[src/rtl/prt_scaler_slw_pkg.sv]
// rtl/prt_scaler_slw_pkg.sv - shared FSM states, fill/flush counts and mux select codes
package prt_scaler_slw_pkg;

    typedef enum logic [1:0] {
        ST_IDLE  = 2'd0,
        ST_FILL  = 2'd1,
        ST_RUN   = 2'd2,
        ST_FLUSH = 2'd3
    } state_t;

    // Shifts needed after the SOL load before D holds p0 and C holds p1
    localparam logic [2:0] FILL_SHIFTS  = 3'd3;
    // Shifts after EOL that walk the last pixel through the centre tap
    localparam logic [2:0] FLUSH_SHIFTS = 3'd4;

    // Downstream mux select codes
    localparam logic [2:0] SEL_CENTRE   = 3'd3;
    localparam logic [2:0] SEL_NEXT     = 3'd2;

endpackage

[src/rtl/prt_scaler_slw_buf.sv]
// rtl/prt_scaler_slw_buf.sv - 7-tap sliding window buffer driving the slow-scaler output mux
module prt_scaler_slw_buf
    import prt_scaler_slw_pkg::*;
#(
    parameter int P_BPC = 8
) (
    input  logic             CLK_IN,
    input  logic             RST_IN,
    input  logic [7:0]       STEP_IN,
    input  logic [P_BPC-1:0] SRC_DAT_IN,
    input  logic             SRC_VLD_IN,
    input  logic             SRC_SOL_IN,
    input  logic             SRC_EOL_IN,
    output logic             SRC_RDY_OUT,
    output logic [P_BPC-1:0] A_DAT_OUT,
    output logic [P_BPC-1:0] B_DAT_OUT,
    output logic [P_BPC-1:0] C_DAT_OUT,
    output logic [P_BPC-1:0] D_DAT_OUT,
    output logic [P_BPC-1:0] E_DAT_OUT,
    output logic [P_BPC-1:0] F_DAT_OUT,
    output logic [P_BPC-1:0] G_DAT_OUT,
    output logic [2:0]       SEL_OUT,
    output logic             WR_OUT,
    output logic             BUSY_OUT
);

    state_t                r_state;
    state_t                w_state_nxt;
    logic [7:0]            r_ph;
    logic [8:0]            r_step;      // 1..256, latched at SOL
    logic [2:0]            r_cnt;       // fill or flush shift count
    logic [6:0][P_BPC-1:0] r_win;       // index 0 = A (newest)
    logic [6:0][P_BPC-1:0] r_tap;
    logic [2:0]            r_sel;
    logic                  r_wr;

    logic [8:0]            w_sum;
    logic                  w_carry;
    logic                  w_rdy;
    logic                  w_acc;
    logic                  w_load;
    logic                  w_shift;
    logic                  w_emit;
    logic                  w_cnt_clr;
    logic                  w_cnt_inc;
    logic [P_BPC-1:0]      w_shift_dat;

    assign w_sum   = {1'b0, r_ph} + r_step;
    assign w_carry = w_sum[8];
    assign w_rdy   = (r_state == ST_IDLE) || (r_state == ST_FILL) ||
                     ((r_state == ST_RUN) && w_carry);
    assign w_acc   = SRC_VLD_IN && w_rdy;

    // State register
    always_ff @(posedge CLK_IN or negedge RST_IN) begin
        if (!RST_IN) r_state <= ST_IDLE;
        else         r_state <= w_state_nxt;
    end

    // Next state plus the load/shift/emit decisions for this cycle
    always_comb begin
        w_state_nxt = r_state;
        w_load      = 1'b0;
        w_shift     = 1'b0;
        w_emit      = 1'b0;
        w_cnt_clr   = 1'b0;
        w_cnt_inc   = 1'b0;
        w_shift_dat = SRC_DAT_IN;
        case (r_state)
            ST_IDLE: begin
                if (w_acc && SRC_SOL_IN) begin
                    w_load      = 1'b1;
                    w_state_nxt = ST_FILL;
                end
            end
            ST_FILL: begin
                if (w_acc) begin
                    if (SRC_SOL_IN) begin
                        w_load = 1'b1;
                    end else if (SRC_EOL_IN && (r_cnt != FILL_SHIFTS - 3'd1)) begin
                        // Lines of fewer than four pixels are dropped
                        w_state_nxt = ST_IDLE;
                    end else begin
                        w_shift   = 1'b1;
                        w_cnt_inc = 1'b1;
                        if (r_cnt == FILL_SHIFTS - 3'd1) begin
                            // A four-pixel line ends on the last fill shift and flushes directly
                            w_cnt_clr   = 1'b1;
                            w_state_nxt = SRC_EOL_IN ? ST_FLUSH : ST_RUN;
                        end
                    end
                end
            end
            ST_RUN: begin
                if (w_acc && SRC_SOL_IN) begin
                    w_load      = 1'b1;
                    w_state_nxt = ST_FILL;
                end else if (!w_carry || w_acc) begin
                    w_emit  = 1'b1;
                    w_shift = w_carry;
                    if (w_acc && SRC_EOL_IN) begin
                        w_cnt_clr   = 1'b1;
                        w_state_nxt = ST_FLUSH;
                    end
                end
            end
            ST_FLUSH: begin
                w_emit      = 1'b1;
                w_shift_dat = r_win[0];
                if (w_carry) begin
                    w_shift   = 1'b1;
                    w_cnt_inc = 1'b1;
                    if (r_cnt == FLUSH_SHIFTS - 3'd1) begin
                        w_cnt_clr   = 1'b1;
                        w_state_nxt = ST_IDLE;
                    end
                end
            end
            default: w_state_nxt = ST_IDLE;
        endcase
    end

    // Phase accumulator and per-line step latch (0 on the input means 256)
    always_ff @(posedge CLK_IN or negedge RST_IN) begin
        if (!RST_IN) begin
            r_ph   <= '0;
            r_step <= '0;
        end else if (w_load) begin
            r_ph   <= '0;
            r_step <= (STEP_IN == 8'd0) ? 9'd256 : {1'b0, STEP_IN};
        end else if (w_emit) begin
            r_ph   <= w_sum[7:0];
        end
    end

    // Fill/flush shift counter
    always_ff @(posedge CLK_IN or negedge RST_IN) begin
        if (!RST_IN)                  r_cnt <= '0;
        else if (w_load || w_cnt_clr) r_cnt <= '0;
        else if (w_cnt_inc)           r_cnt <= r_cnt + 3'd1;
    end

    // Window: SOL replicates the pixel into every entry, otherwise shift A towards G
    always_ff @(posedge CLK_IN or negedge RST_IN) begin
        if (!RST_IN)      r_win <= '0;
        else if (w_load)  r_win <= {7{SRC_DAT_IN}};
        else if (w_shift) r_win <= {r_win[5:0], w_shift_dat};
    end

    // Registered mux outputs: taps capture the window before this cycle's shift
    always_ff @(posedge CLK_IN or negedge RST_IN) begin
        if (!RST_IN) begin
            r_wr  <= 1'b0;
            r_sel <= '0;
            r_tap <= '0;
        end else begin
            r_wr <= w_emit;
            if (w_emit) begin
                r_sel <= r_ph[7] ? SEL_NEXT : SEL_CENTRE;
                r_tap <= r_win;
            end
        end
    end

    assign SRC_RDY_OUT = w_rdy;
    assign BUSY_OUT    = (r_state != ST_IDLE);
    assign WR_OUT      = r_wr;
    assign SEL_OUT     = r_sel;
    assign A_DAT_OUT   = r_tap[0];
    assign B_DAT_OUT   = r_tap[1];
    assign C_DAT_OUT   = r_tap[2];
    assign D_DAT_OUT   = r_tap[3];
    assign E_DAT_OUT   = r_tap[4];
    assign F_DAT_OUT   = r_tap[5];
    assign G_DAT_OUT   = r_tap[6];

endmodule
[config.mk]
export PLATFORM = sky130hd
export DESIGN_NAME = prt_scaler_slw_buf
export DESIGN_NICKNAME = d
export VERILOG_FILES = /design/src/rtl/prt_scaler_slw_pkg.sv /design/src/rtl/prt_scaler_slw_buf.sv
export SDC_FILE = /design/constraint.sdc
export NUM_CORES = 1
export LEC_CHECK = 0
export CAP_MARGIN = 20
export CORE_ASPECT_RATIO = 0.8
export CORE_MARGIN = 10
export CORE_UTILIZATION = 55
export DETAILED_ROUTE_END_ITERATION = 12
export PLACE_DENSITY_LB_ADDON = 0.12
export SLEW_MARGIN = 20
export SYNTH_ARGS = -nofsm -noshare
export SYNTH_HDL_FRONTEND = slang
export SYNTH_SLANG_ARGS = --single-unit
[constraint.sdc]
create_clock -name CLK_IN -period 3.95 [get_ports CLK_IN]
set_input_delay 0.79 -clock CLK_IN [delete_from_list [all_inputs] [get_ports CLK_IN]]
set_output_delay 0.79 -clock CLK_IN [all_outputs]
set_load 0.02 [all_outputs]
# Yosys cells after proc, flatten, opt, wreduce, memory -nomap -nowiden
# Index checks and enable logic that the tools add are counted.
# word_totals
regBits	138
output_inout_bits	62
# op_classes
add_sub_neg	2
n_eq_ne	15
mux	46
reduce_logical	19
# ops
cell	n
56-bit 2-to-1 mux	2
8-bit 2-to-1 mux	3
1-bit 2-to-1 mux	22
2-bit 2-to-1 mux	10
2-bit != test (second input constant)	5
8-bit by 9-bit adder with 9-bit output	1
9-bit 2-to-1 mux	1
3-bit by 1-bit != test with 1-bit output (second input constant)	3
8-bit logical NOT	1
2-bit one-hot mux with 4 select lines	1
8-bit AND reduction	1
2-bit nonzero test	4
3-bit by 2-bit == test with 1-bit output (second input constant)	2
3-bit 2-to-1 mux	2
1-bit one-hot mux with 2 select lines	3
1-bit one-hot mux with 3 select lines	2
1-bit logical AND	5
2-bit == test (second input constant)	2
1-bit logical OR	4
3-bit by 1-bit adder with 3-bit output (second input constant)	1
3-bit by 2-bit != test with 1-bit output (second input constant)	1
2-bit by 1-bit == test with 1-bit output (second input constant)	1
2-bit logical NOT	1
2-bit by 1-bit != test with 1-bit output (second input constant)	1
other kinds (3)	3

# Longest topological paths before layout
# depth
depth_word	11
ltp_mapped	11
ltp_nobuf	9

# Worst setup path before layout
# No wires, ideal clock.
# synth_path
kind	reg-to-output
start	reg r_ph[0]
end	out SRC_RDY_OUT
arrival_ns	2.208
required_time_ns	3.160
path_slack_ns	0.952
stages_incl_launch_ff	9
n_path_buf	1
path_cell_list	dfrtp_1 > ha_1 > fa_1 > a211oi_2 > o211ai_2 > o21a_1 > o21ai_1 > buf_2 > nand2_1
# synth_between
elab_chain_len	3
# synth_lines
element	line	text
from (decl)	prt_scaler_slw_buf.sv:29	logic [7:0] r_ph;
from (signal assigned)	prt_scaler_slw_buf.sv:132	r_ph <= w_sum[7:0];
8-bit by 9-bit adder with 9-bit output	prt_scaler_slw_buf.sv:48	assign w_sum = {1'b0, r_ph} + r_step;
1-bit logical AND	prt_scaler_slw_buf.sv:51	((r_state == ST_RUN) && w_carry);
1-bit logical OR	prt_scaler_slw_buf.sv:50	assign w_rdy = (r_state == ST_IDLE) || (r_state == ST_FILL) ||
to (decl)	prt_scaler_slw_buf.sv:14	output logic SRC_RDY_OUT,
# No other way between the ends.

# Worst setup path after layout
# Same ends and word-level chain as after synthesis.

==> flow_summary.json <==
{
  "cts-buffers-inserted": 17,
  "min_period_ns": 3.80,
  "worstPathRequired_ns": 3.16,
  "ir_drop_uv": 603,
  "holdCritPathClass": "reg2reg",
  "cts_root_buf": "clkbuf_16",
  "ys_async_sr_fraction_pct": 100,
  "ios": 83,
  "drc_errors": 0,
  "whs_ns": 0.481,
  "cp-end-kind": "output port",
  "fin_tns_setup_ns": 0,
  "dp.cells": 668,
  "core_area_um2": 11000,
  "worst-endpoint-arrival_ns": 3.01,
  "synth_top_family_by_area": "multiplexers",
  "cts_buffer_depth": 2,
  "grt_max_degree": 110,
  "totalWireLength_mm": 13.6,
  "cts_setup_buffers": 0,
  "avgViaCountPerCell": 5.65,
  "die_h_um": 115,
  "h-tree-depth": 4,
  "seq_area_frac_synth_pct": 55.0,
  "grt_pass1_wl_mm": 22.5,
  "grt_use_total_pct": 17.6,
  "drt_iter0_markers": 239,
  "rows": 34,
  "clkTransAtPathRegs_ns": 0.05,
  "num_antenna_cells": 0,
  "worstMarginPinSlew_ns": 0.969,
  "synth_edf_count": 0,
  "fin_area_um2": 7690,
  "worst_setup_path_start_kind": "register",
  "overflow": 0,
  "synth-seq-cells": 137,
  "synthAdderAreaFrac_pct": 2.53,
  "layout-drive-gt1-share_pct": 21.1,
  "avgRoutedWirePerCell_um": 19.4,
  "synth-xor-area-share_pct": 0.984,
  "die_area_um2": 16000,
  "place.gp.congestion": 0.845,
  "status": "complete, no violations",
  "ctsResizeCount": 0,
  "antenna_found_initial": 0,
  "p_leak_nw": 3.57,
  "postRouteAntennaNets": 0,
  "criticalPathCategory": "reg2out",
  "fin_nets": 576,
  "drv_cap": 0,
  "cts.hold.buffers_added": 0,
  "pwr_density_cell_nw_per_um2": 995,
  "yosysWarnings": 0,
  "grt_pass1_vias": 4221,
  "die_x_um": 139,
  "synth_compound_area_share_pct": 11.8,
  "syn_area_um2": 6230,
  "port_buffers": 81,
  "rsz0062_at_grt": "false",
  "synthCells": 460,
  "nFillCells": 781,
  "first_pass_iters": 4,
  "hold_viol_final": 0,
  "ys_types": 47,
  "cts_tree": "yes",
  "clk_latency_ns": 0.42,
  "synthSimpleGateAreaFrac_pct": 2.23,
  "dp_slack_ns": 0.566,
  "clock_sinks": 137,
  "fmax_mhz": 263,
  "area_growth_pct": 23.3,
  "final_util_pct": 70.0,
  "setup_slack_ns": 0.150,
  "fin_crit_sh_pct": 96.2,
  "place_hpwl_mm": 9.18,
  "skew_ns": 0.00967,
  "ys.flop_type": "dfrtp_1",
  "relSlewSlack_pct": 35.4,
  "stdcell_count": 699,
  "synthesis.nets": 493,
  "post_dp_cell_area_um2": 7140,
  "initial_utilization_pct": 56.8,
  "via_count": 3950,
  "worstPathMaxFanout": 4,
  "syn_avg_cell_area_um2": 13.6,
  "fin_total_pwr_mw": 7.65,
  "finalMaxSlewViolations": 0,
  "setup_violations": 0,
  "synth.area.mux_share_pct": 24.0
}
==> placed cells by master (no fill, tap or decap), types with 2 or more instances in the layout <==
| cell type | instances |
|---|---|
| clkbuf_1 | 2 |
| a21oi_1 | 61 |
| nor2_1 | 7 |
| xnor2_1 | 5 |
| o22ai_1 | 3 |
| nor4_1 | 2 |
| a211oi_2 | 6 |
| inv_1 | 9 |
| clkbuf_16 | 17 |
| mux2_2 | 25 |
| nand2_1 | 12 |
| o2bb2ai_1 | 2 |
| clkinv_2 | 7 |
| a22o_1 | 8 |
| o21a_1 | 2 |
| ha_1 | 11 |
| clkbuf_8 | 3 |
| xor2_1 | 2 |
| nand2b_1 | 3 |
| nor2b_1 | 3 |
| dfrtp_1 | 137 |
| o21ai_0 | 7 |
| a211oi_1 | 5 |
| mux2_4 | 40 |
| mux2i_1 | 51 |
| a31oi_1 | 3 |
| a21o_1 | 2 |
| clkdlybuf4s50_1 | 80 |
| mux2_1 | 9 |
| buf_4 | 7 |
==> routing by layer <==
layer / share of wire (%) / GRT usage, %
met1: 47 / 22.9
met2: 45 / 26.9
met3: 6.7 / 5.93
met4: 1.4 / 6.18
met5: 0 / 0
==> final cells by class <==
cell class	count	area [µm²]	share of cell area, %
timing repair buffer	89	885	11.5
clock buffer	22	474	6.17
tap	144	180	2.34
multi-input combinational	288	2610	33.9
clock inverter	9	73.8	0.960
inverter	10	40.0	0.521
sequential	137	3430	44.6
==> where the power goes <==
group	total [mW]	leakage [nW]	switching (mW)	internal, mW
clock	1.46	0.279	0.554	0.903
combinational	3.53	1.75	1.65	1.88
sequential	2.66	1.55	0.556	2.10
total	7.65	3.57	2.76	4.89
==> state kept, by name, summed over array words and instances (netlist names) <==
| name | count |
|---|---|
| r_win | 56 |
| r_step | 9 |
| A_DAT_OUT | 8 |
| B_DAT_OUT | 8 |
| C_DAT_OUT | 8 |
| D_DAT_OUT | 8 |
| E_DAT_OUT | 8 |
| F_DAT_OUT | 8 |
| G_DAT_OUT | 8 |
| r_ph | 8 |
| r_cnt | 3 |
| SEL_OUT | 2 |
| r_state | 2 |
| WR_OUT | 1 |
==> path summary, 6_finish.rpt <==
| path | endpoint | slack [ns] | depth (start not counted) | start |
|---|---|---|---|---|
| setup / recovery | SRC_RDY_OUT | 0.15 | 8 | r_ph[0] |
| hold / removal | SEL_OUT[1] | 0.48 | 1 | SEL_OUT[1] |
| setup reg to reg | r_win[24] | 0.52 | 9 | r_ph[0] |
| hold reg to reg | SEL_OUT[1] | 0.48 | 1 | SEL_OUT[1] |
| max in group asynchronous | r_win[52] | 2.65 | 2 | RST_IN |
| min in group asynchronous | E_DAT_OUT[7] | 0.50 | 1 | RST_IN |
==> worst max-delay path, cell delays in order (launching register included) <==
cell             delay, ns
dfrtp_1               0.38
ha_1                  0.23
fa_1                  0.44
a211oi_2              0.26
o211ai_2              0.17
o21a_1                0.24
o21ai_1               0.19
nand2_1               0.09
clkdlybuf4s50_1       0.59
==> cell usage after synthesis (3+ instances only) <==
cell	count	area, µm²
mux2_2	25	282
buf_6	8	90.1
ha_1	11	138
a22o_1	8	70.1
nand2_1	12	45.0
mux2_1	9	101
nor2_1	7	26.3
mux2_4	40	601
clkbuf_1	4	15.0
inv_1	9	33.8
nor2b_1	3	18.8
o21ai_0	7	35.0
a21oi_1	61	305
nand2b_1	3	18.8
buf_2	9	45.0
a31oi_1	3	18.8
dfrtp_1	137	3430
a211oi_2	6	75.1
o22ai_1	3	18.8
mux2i_1	51	510
a211oi_1	5	37.5
buf_4	3	22.5
xnor2_1	5	43.8
a21o_1	4	30.0
==> logic make-up after synthesis <==
group                    count (synthesis)
adder cells (fa/ha/maj)                 12
multiplexers                           125
buffers and inverters                   35
XOR/XNOR                                 7
flip-flops                             137
AO/OA/AOI/OAI                          113
AND/OR/NAND/NOR                         30
other                                    1
No activity file was read; power rests on OpenSTA's default activity.
